**src/rtl/axi_line_fill.sv**
```systemverilog
// AXI4 read-burst line-fill engine: takes one cache-line miss, issues a single
// INCR burst on AR, assembles the R beats and returns the line with an error flag.
module axi_line_fill #(
  parameter int unsigned ADDR_WIDTH = 64,
  parameter int unsigned DATA_WIDTH = 64,
  parameter int unsigned LINE_BYTES = 64,
  parameter int unsigned ID_WIDTH   = 4,
  parameter int unsigned AXI_ID     = 0
) (
  input  logic                    clk,
  input  logic                    reset,
  input  logic                    req_valid,
  input  logic [ADDR_WIDTH-1:0]   req_addr,
  input  logic                    req_dest,
  output logic                    req_ready,
  output logic [ADDR_WIDTH-1:0]   m_axi_araddr,
  output logic [7:0]              m_axi_arlen,
  output logic [2:0]              m_axi_arsize,
  output logic [1:0]              m_axi_arburst,
  output logic [ID_WIDTH-1:0]     m_axi_arid,
  output logic                    m_axi_arvalid,
  input  logic                    m_axi_arready,
  input  logic [DATA_WIDTH-1:0]   m_axi_rdata,
  input  logic [1:0]              m_axi_rresp,
  input  logic                    m_axi_rlast,
  input  logic [ID_WIDTH-1:0]     m_axi_rid,
  input  logic                    m_axi_rvalid,
  output logic                    m_axi_rready,
  output logic [LINE_BYTES*8-1:0] line_data,
  output logic                    line_dest,
  output logic                    line_err,
  output logic                    line_valid,
  output logic                    busy
);

  localparam int unsigned BEATS  = LINE_BYTES * 8 / DATA_WIDTH;
  localparam int unsigned CNT_W  = (BEATS > 1) ? $clog2(BEATS) : 1;
  localparam int unsigned SIZE   = $clog2(DATA_WIDTH / 8);
  localparam int unsigned LINE_W = LINE_BYTES * 8;

  localparam logic [ADDR_WIDTH-1:0] LINE_MASK = ADDR_WIDTH'(LINE_BYTES - 1);
  localparam logic [CNT_W-1:0]      LAST_BEAT = CNT_W'(BEATS - 1);

  typedef enum logic [1:0] {
    S_IDLE,
    S_AR,
    S_RDATA,
    S_DONE
  } state_e;

  state_e                  state_q, state_d;
  logic [ADDR_WIDTH-1:0]   addr_q, addr_d;
  logic                    dest_q, dest_d;
  logic                    err_q, err_d;
  logic [CNT_W-1:0]        cnt_q, cnt_d;
  logic [LINE_W-1:0]       line_q, line_d;
  logic                    last_slot;

  // RID carries no information for a single outstanding burst.
  logic rid_unused;
  assign rid_unused = ^m_axi_rid;

  assign last_slot = (cnt_q == LAST_BEAT);

  always_comb begin
    state_d = state_q;
    addr_d  = addr_q;
    dest_d  = dest_q;
    err_d   = err_q;
    cnt_d   = cnt_q;
    line_d  = line_q;
    case (state_q)
      S_IDLE: begin
        if (req_valid) begin
          addr_d  = req_addr & ~LINE_MASK;
          dest_d  = req_dest;
          err_d   = 1'b0;
          cnt_d   = '0;
          state_d = S_AR;
        end
      end
      S_AR: begin
        if (m_axi_arready) state_d = S_RDATA;
      end
      S_RDATA: begin
        if (m_axi_rvalid) begin
          for (int unsigned i = 0; i < BEATS; i++) begin
            if (cnt_q == CNT_W'(i)) line_d[i*DATA_WIDTH +: DATA_WIDTH] = m_axi_rdata;
          end
          cnt_d = cnt_q + CNT_W'(1);
          if (m_axi_rresp != 2'b00) err_d = 1'b1;
          // Burst ends on whichever comes first; disagreement means a malformed burst.
          if (m_axi_rlast || last_slot) begin
            state_d = S_DONE;
            if (m_axi_rlast != last_slot) err_d = 1'b1;
          end
        end
      end
      S_DONE: state_d = S_IDLE;
      default: state_d = S_IDLE;
    endcase
  end

  always_ff @(posedge clk) begin
    if (!reset) begin
      state_q <= S_IDLE;
      addr_q  <= '0;
      dest_q  <= 1'b0;
      err_q   <= 1'b0;
      cnt_q   <= '0;
      line_q  <= '0;
    end else begin
      state_q <= state_d;
      addr_q  <= addr_d;
      dest_q  <= dest_d;
      err_q   <= err_d;
      cnt_q   <= cnt_d;
      line_q  <= line_d;
    end
  end

  assign req_ready     = (state_q == S_IDLE);
  assign busy          = (state_q != S_IDLE);
  assign m_axi_arvalid = (state_q == S_AR);
  assign m_axi_rready  = (state_q == S_RDATA);
  assign line_valid    = (state_q == S_DONE);

  assign m_axi_araddr  = addr_q;
  assign m_axi_arlen   = 8'(BEATS - 1);
  assign m_axi_arsize  = 3'(SIZE);
  assign m_axi_arburst = 2'b01;
  assign m_axi_arid    = ID_WIDTH'(AXI_ID);

  assign line_data     = line_q;
  assign line_dest     = dest_q;
  assign line_err      = err_q;

endmodule

```
**config.mk**
```make
export PLATFORM = sky130hd
export DESIGN_NAME = axi_line_fill
export DESIGN_NICKNAME = d
export VERILOG_FILES = /design/src/rtl/axi_line_fill.sv
export SDC_FILE = /design/constraint.sdc
export NUM_CORES = 1
export LEC_CHECK = 0
export CAP_MARGIN = 20
export CELL_PAD_IN_SITES_DETAIL_PLACEMENT = 2
export CELL_PAD_IN_SITES_GLOBAL_PLACEMENT = 2
export CORE_MARGIN = 5
export CORE_UTILIZATION = 26
export CTS_BUF_LIST = sky130_fd_sc_hd__clkbuf_8
export DETAILED_ROUTE_END_ITERATION = 10
export GPL_TIMING_DRIVEN = 0
export HOLD_SLACK_MARGIN = 0.03
export PLACE_DENSITY = 0.79
export RECOVER_POWER = 50
export SYNTH_ARGS = -nofsm -noshare
export SYNTH_HDL_FRONTEND = slang
export SYNTH_SLANG_ARGS = --single-unit
```
**constraint.sdc**
```tcl
create_clock -name clk -period 2.5 [get_ports clk]
set_clock_uncertainty 0.2 [all_clocks]
set_input_delay 0.5 -clock clk [delete_from_list [all_inputs] [get_ports clk]]
set_output_delay 0.5 -clock clk [all_outputs]
set_load 0.03 [all_outputs]
```
==> Yosys cells after proc, flatten, opt, wreduce, memory -nomap -nowiden <==
Index checks and enable logic that the tools add are counted.
{ "totals": {"ff_bits": 577, "latch_bits": 0, "ramBits": 0, "mem_bits_ro": 0, "in_bits": 141, "out_inout_bits": 600, "wordCells": 60, "n_memories": 0} }
{ "classes": {"n_addsub": 1, "multipliers": 0, "div_mod_pow": 0, "order_cmp": 0, "eq_ne": 15, "shift": 0, "muxes": 14, "bitwise": 0, "n_reduce_logical": 17} }
{ "op_table": {"columns": ["cell", "count"], "rows": [
  ["$reduce_and A3 Y1", 9],
  ["$eq A3 B3 Y1 const B", 4],
  ["$mux W2", 4],
  ["$pmux W2 S4", 1],
  ["$eq A3 B2 Y1 const B", 2],
  ["$mux W3", 2],
  ["$pmux W3 S2", 1],
  ["$reduce_bool A2 Y1", 3],
  ["$mux W1", 5],
  ["$eq A2 B2 Y1 const B", 2],
  ["$ne A2 B1 Y1 const B", 2],
  ["$ne A2 B2 Y1 const B", 2],
  ["$reduce_and A4 Y1", 1],
  ["$add A3 B1 Y3 const B", 1],
  ["$eq A3 B1 Y1 const B", 1],
  ["$logic_not A3 Y1", 1],
  ["$eq A2 B1 Y1 const B", 1],
  ["$logic_not A2 Y1", 1],
  ["$pmux W1 S2", 1],
  ["$reduce_and A2 Y1", 1],
  ["$logic_or A1 B1 Y1", 1],
  ["$ne A1 B1 Y1", 1]
]} }

==> Logic depth before layout (Yosys ltp) <==
{ "depth": {"ltp_word": 6, "ltp_mapped": 9, "depth_no_buf": 7} }

==> Worst setup path after synthesis <==
Ideal clock, no wire load.
{ "synth_path": {"kind": "flip-flop to flip-flop", "from": "register state_q[0]", "to": "register line_q[403], in the netlist line_data[403]", "arrival_ns": 1.668, "t_required_ns": 2.175, "slack_ns": 0.507, "path_stages_with_launch": 10, "n_path_buf": 4, "period_less_slack_ns": 1.993, "path_cell_list": "dfxtp_1 > inv_1 > ha_1 > buf_4 > buf_6 > nand4_1 > buf_2 > buf_2 > nand3_1 > o21ai_0"} }
{ "synth_between": {"elab_chain_len": 2} }
{ "synth_rtl": {"columns": ["element", "line_no", "text"], "rows": [
  ["from (decl)", "51", "state_e state_q, state_d;"],
  ["from (signal assigned)", "113", "state_q <= state_d;"],
  ["$eq A2 B2 Y1", null, null],
  ["via m_axi_rready", "28", "output logic m_axi_rready,"],
  ["$reduce_and A3 Y1 (no line)", null, null],
  ["to (signal assigned)", "118", "line_q <= line_d;"],
  ["to (decl)", "56", "logic [LINE_W-1:0] line_q, line_d;"]
]} }
The timed path passes the listed nets, and every way through them passes these cells.
A chain may end at the register's enable or synchronous reset.

==> Worst setup path in the final report <==
{ "layout_path": {"from": "register line_q[20], in the netlist line_data[20]", "to": "output port line_data[20]"} }
{ "layout_rtl": {"columns": ["element", "line_no", "text"], "rows": [
  ["to (decl)", "29", "output logic [LINE_BYTES*8-1:0] line_data,"]
]} }
No word-level cell between the ends.

==> run_results.csv <==
group,metric,value,unit
timing,rsz_0062_raised_after_global_routing,"yes",
yosys,avgSynthCellArea,8.86,sq um
final_layout,post_route_cells_drive_above_1_share,8.99,%
worst_setup_path,timing.critical_path.buf_inv,1,
detailed_routing,wl_met1,41.6,mm
worst_setup_path,worst-setup-path-type,"flip-flop to output pin",
yosys,netlist_area,20000,sq um
worst_setup_path,cpMaxStageDelayCell,"sky130_fd_sc_hd__clkdlybuf4s50_1",
yosys,ys_async_rst_share,0,%
pwr,report.power.total,21600,uW
clocking,h_tree_level_count,3,
die,fp.dieArea,82400,sq um
run,drv.max_cap_violation_count,0,
timing,timing.final.ws_setup,0.0532,ns
timing,maximum_clock_rate,409,MHz
worst_setup_path,worstRegToRegCells,7,
detailed_routing,final_antenna_net_count,0,
worst_setup_path,setup.worst_path.start_class,"flip-flop",
detailed_routing,post_drt_wl_per_cell,26.7,microns
clocking,insertion_delay,0.68,ns
placement,preCtsSetupSlack,-0.422,ns
detailed_routing,route.detailed.drc,0,
worst_setup_path,endpoint,"line_data[20]",
clocking,cts-buffers-inserted,101,
grt,track_usage,25.9,%
timing,hold_viol_final,0,
detailed_routing,wl_met3,9.08,mm
grt,grt_pass1_wl,160,mm
timing,timing.final.crit_period,2.45,ns
die,io_pins,741,
grt,maximum_number_of_pins_on_one_net_before_global_route_repair,16,
yosys,ys_types,31,
worst_setup_path,timing.critical_path.to_type,"output pin",
clocking,clock-root-buffer,"sky130_fd_sc_hd__clkbuf_8",
worst_setup_path,crit-reg2reg-launch,"state_q[0]",
worst_setup_path,crit-reg2reg-capture,"line_data[285]",
detailed_routing,initialDrtViolationCount,819,
final_layout,finalNetCount,3235,
yosys,ys_seq_area_share,57.9,%
final_layout,number_of_fill_cells_in_the_layout,8588,
timing,tcrit_tclk_final,97.9,%
clocking,ctsHoldBuffers,0,
yosys,synth_enable_flop_cells,0,
worst_setup_path,critical_path.max_stage_delay,0.70,ns
pwr,power.density,726,nW/um^2
yosys,synth-main-ff-cell,"sky130_fd_sc_hd__dfxtp_1",
worst_setup_path,maximum_net_fanout_on_the_critical_path,2,
detailed_routing,finalWirelength,112,mm
final_layout,postLayoutCellArea,29800,sq um
worst_hold_path,worst_hold_path_type,"input pin to flip-flop",
clocking,ctsLongestPathBuffers,3,
placement,io_buffer_count,706,
detailed_routing,avgViaCountPerCell,4.94,
detailed_routing,route.vias.total,20700,
timing,setup_failing_eps_final,0,
detailed_routing,top_layer_used,"met5",
worst_setup_path,critical_path_cell_count,1,
detailed_routing,first_pass_iters,4,
timing,timing_worst_slew_pin_value,0.820,ns
yosys,synth.ff_latch_count,577,
clocking,cts_setup_buffers,0,
worst_setup_path,timing.reg2reg.setup_slack,0.08,ns
pwr,ir_worst_vdd,0.000540,V
worst_setup_path,critical_path_required,1.80,ns
yosys,synth-warning-count,0,
grt,antenna_found_initial,15,
detailed_routing,met2RoutedLength,56.3,mm
final_layout,area_growth_syn_to_layout,49.4,%
clocking,tritoncts,"done",
worst_setup_path,critical_path.startpoint,"line_data[20]",
timing,hold-worst-slack,0.155,ns
yosys,syn_inst,2251,
placement,detailed_place.area,28400,sq um
die,die_w,287,microns
timing,timing_max_transition_violations_final,0,
outcome,status,"finished clean",
worst_setup_path,timing.critical_path.cells,"clkdlybuf4s50_1",
worst_setup_path,critPathTopFamily,"buffers and inverters",
die,floorplan.initialDensity,26.2,%
die,core.rowCount,101,
worst_setup_path,arrival,1.75,ns
placement,place_congestion,0.878,
grt,grt_remaining_overflow,0,
timing,final_sum_of_negative_setup_slack,0,ns
pwr,cell_leakage_power,0.0127,uW
die,die_y,287,microns
timing,timing.max_slew.rel_slack,45.3,%
clocking,clk_pin_slew,0.06,ns
grt,grt_pass1_vias,23200,
die,floorplan.core_area,76100,sq um
clocking,clock_sinks,577,
placement,detailed_place_hpwl,86.9,mm
## sequential cells by signal (all words and copies together) (netlist names)
| register | count |
|---|---|
| m_axi_araddr | 58 |
| line_err | 1 |
| cnt_q | 3 |
| line_data | 512 |
| line_dest | 1 |
| state_q | 2 |
## cells in the mapped netlist (4+ instances only)
cell type                    n  area, sq um
sky130_fd_sc_hd__nand2_1   443         1660
sky130_fd_sc_hd__buf_2      81          405
sky130_fd_sc_hd__buf_4      30          225
sky130_fd_sc_hd__ha_1       12          150
sky130_fd_sc_hd__buf_1      25         93.8
sky130_fd_sc_hd__o21ai_0   382         1910
sky130_fd_sc_hd__dfxtp_1   577        11600
sky130_fd_sc_hd__o21ai_1     4         20.0
sky130_fd_sc_hd__a21boi_0  177         1330
sky130_fd_sc_hd__a21boi_1   10         75.1
sky130_fd_sc_hd__nand3_1   386         1930
sky130_fd_sc_hd__inv_1       9         33.8
sky130_fd_sc_hd__clkbuf_1   81          304
sky130_fd_sc_hd__mux2i_1     4         40.0
## worst register-to-register path, stage by stage (launching register included)
cell and delay (ns):
sky130_fd_sc_hd__dfxtp_1 0.36, sky130_fd_sc_hd__inv_1 0.13, sky130_fd_sc_hd__ha_1 0.25, sky130_fd_sc_hd__buf_4 0.17, sky130_fd_sc_hd__nand4_1 0.12, sky130_fd_sc_hd__buf_4 0.34, sky130_fd_sc_hd__clkbuf_1 0.51, sky130_fd_sc_hd__o21ai_0 0.19
## logic make-up after synthesis
| kind of cell | after synthesis | synth area share (%) |
|---|---|---|
| other | 2 | 0.0376 |
| muxes | 5 | 0.257 |
| AOI/OAI and AO/OA | 579 | 16.9 |
| buffers and inverters | 229 | 5.49 |
| DFF | 577 | 57.9 |
| adders and majority gates | 12 | 0.752 |
| and+or+nand+nor | 847 | 18.6 |
## metal layers
metal / vias to the layer above / GRT usage, %
li1: 9307 / -
met1: 10400 / 27.5
met2: 784 / 47.3
met3: 214 / 8.33
met4: 8 / 11.1
met5: - / 0
## layout by cell type, fill, tap and decap left out, types with 3 or more instances in the layout
| master | count |
|---|---|
| sky130_fd_sc_hd__nand3_1 | 386 |
| sky130_fd_sc_hd__o21ai_1 | 4 |
| sky130_fd_sc_hd__a21boi_0 | 177 |
| sky130_fd_sc_hd__buf_2 | 51 |
| sky130_fd_sc_hd__buf_6 | 5 |
| sky130_fd_sc_hd__nand4_1 | 3 |
| sky130_fd_sc_hd__buf_1 | 25 |
| sky130_fd_sc_hd__a21oi_1 | 3 |
| sky130_fd_sc_hd__ha_1 | 11 |
| sky130_fd_sc_hd__clkinv_2 | 10 |
| sky130_fd_sc_hd__clkbuf_1 | 102 |
| sky130_fd_sc_hd__conb_1 | 23 |
| sky130_fd_sc_hd__nand4b_1 | 3 |
| sky130_fd_sc_hd__dfxtp_1 | 577 |
| sky130_fd_sc_hd__clkdlybuf4s50_1 | 238 |
| sky130_fd_sc_hd__clkbuf_8 | 131 |
| sky130_fd_sc_hd__o21ai_0 | 382 |
| sky130_fd_sc_hd__buf_4 | 32 |
| sky130_fd_sc_hd__clkbuf_4 | 7 |
| sky130_fd_sc_hd__inv_1 | 40 |
| sky130_fd_sc_hd__clkbuf_2 | 35 |
| sky130_fd_sc_hd__nand2_1 | 443 |
| sky130_fd_sc_hd__clkinv_8 | 3 |
| sky130_fd_sc_hd__diode_2 | 5 |
| sky130_fd_sc_hd__dlygate4sd2_1 | 430 |
| sky130_fd_sc_hd__a21boi_1 | 10 |
| sky130_fd_sc_hd__mux2i_1 | 4 |
## stage by stage
stage                     utilization, %  cells
after global routing                39.2   4193
after CTS                           39.4   4189
after global placement              37.3   4008
final                               39.2   4194
after floorplan                        -   2272
after detailed placement            37.3   4009
## repair_timing
| item | CTS | global route |
|---|---|---|
| endpoints found under the hold margin | 0 | 0 |
| setup endpoints to repair | 556 | 216 |
| resized for setup | 465 | 64 |
| pin swaps | 0 | 0 |
## layout make-up
cell class / count / area, sq um / share of cell area (%)
Antenna cell: 5 / 12.5 / 0.0420
Buffer: 220 / 1110 / 3.73
Clock buffer: 131 / 1800 / 6.05
Clock inverter: 49 / 285 / 0.957
Inverter: 9 / 33.8 / 0.113
Multi-Input combinational cell: 1466 / 7410 / 24.9
Sequential cell: 577 / 11600 / 38.7
Tap cell: 1030 / 1290 / 4.32
Timing Repair Buffer: 707 / 6320 / 21.2
## where the power goes
group	internal, uW	switching (uW)	total [uW]
clock	4810	4210	9020
sequential	9480	190	9670
combinational	907	2040	2940
## how the worst min path moves through the flow
stage	from	endpoint	slack, ns	depth (start not counted)
2_1_floorplan	cnt_q[1]	cnt_q[1]	0.27	2
3_3_place_gp	m_axi_araddr[62]	m_axi_araddr[62]	0.24	2
3_5_place_dp	m_axi_araddr[61]	m_axi_araddr[61]	0.25	2
4_1_cts	req_addr[61]	m_axi_araddr[61]	0.09	3
5_1_grt	req_addr[59]	m_axi_araddr[59]	0.14	3
6_report	req_addr[59]	m_axi_araddr[59]	0.16	3
(Power assumes the default switching activity.)
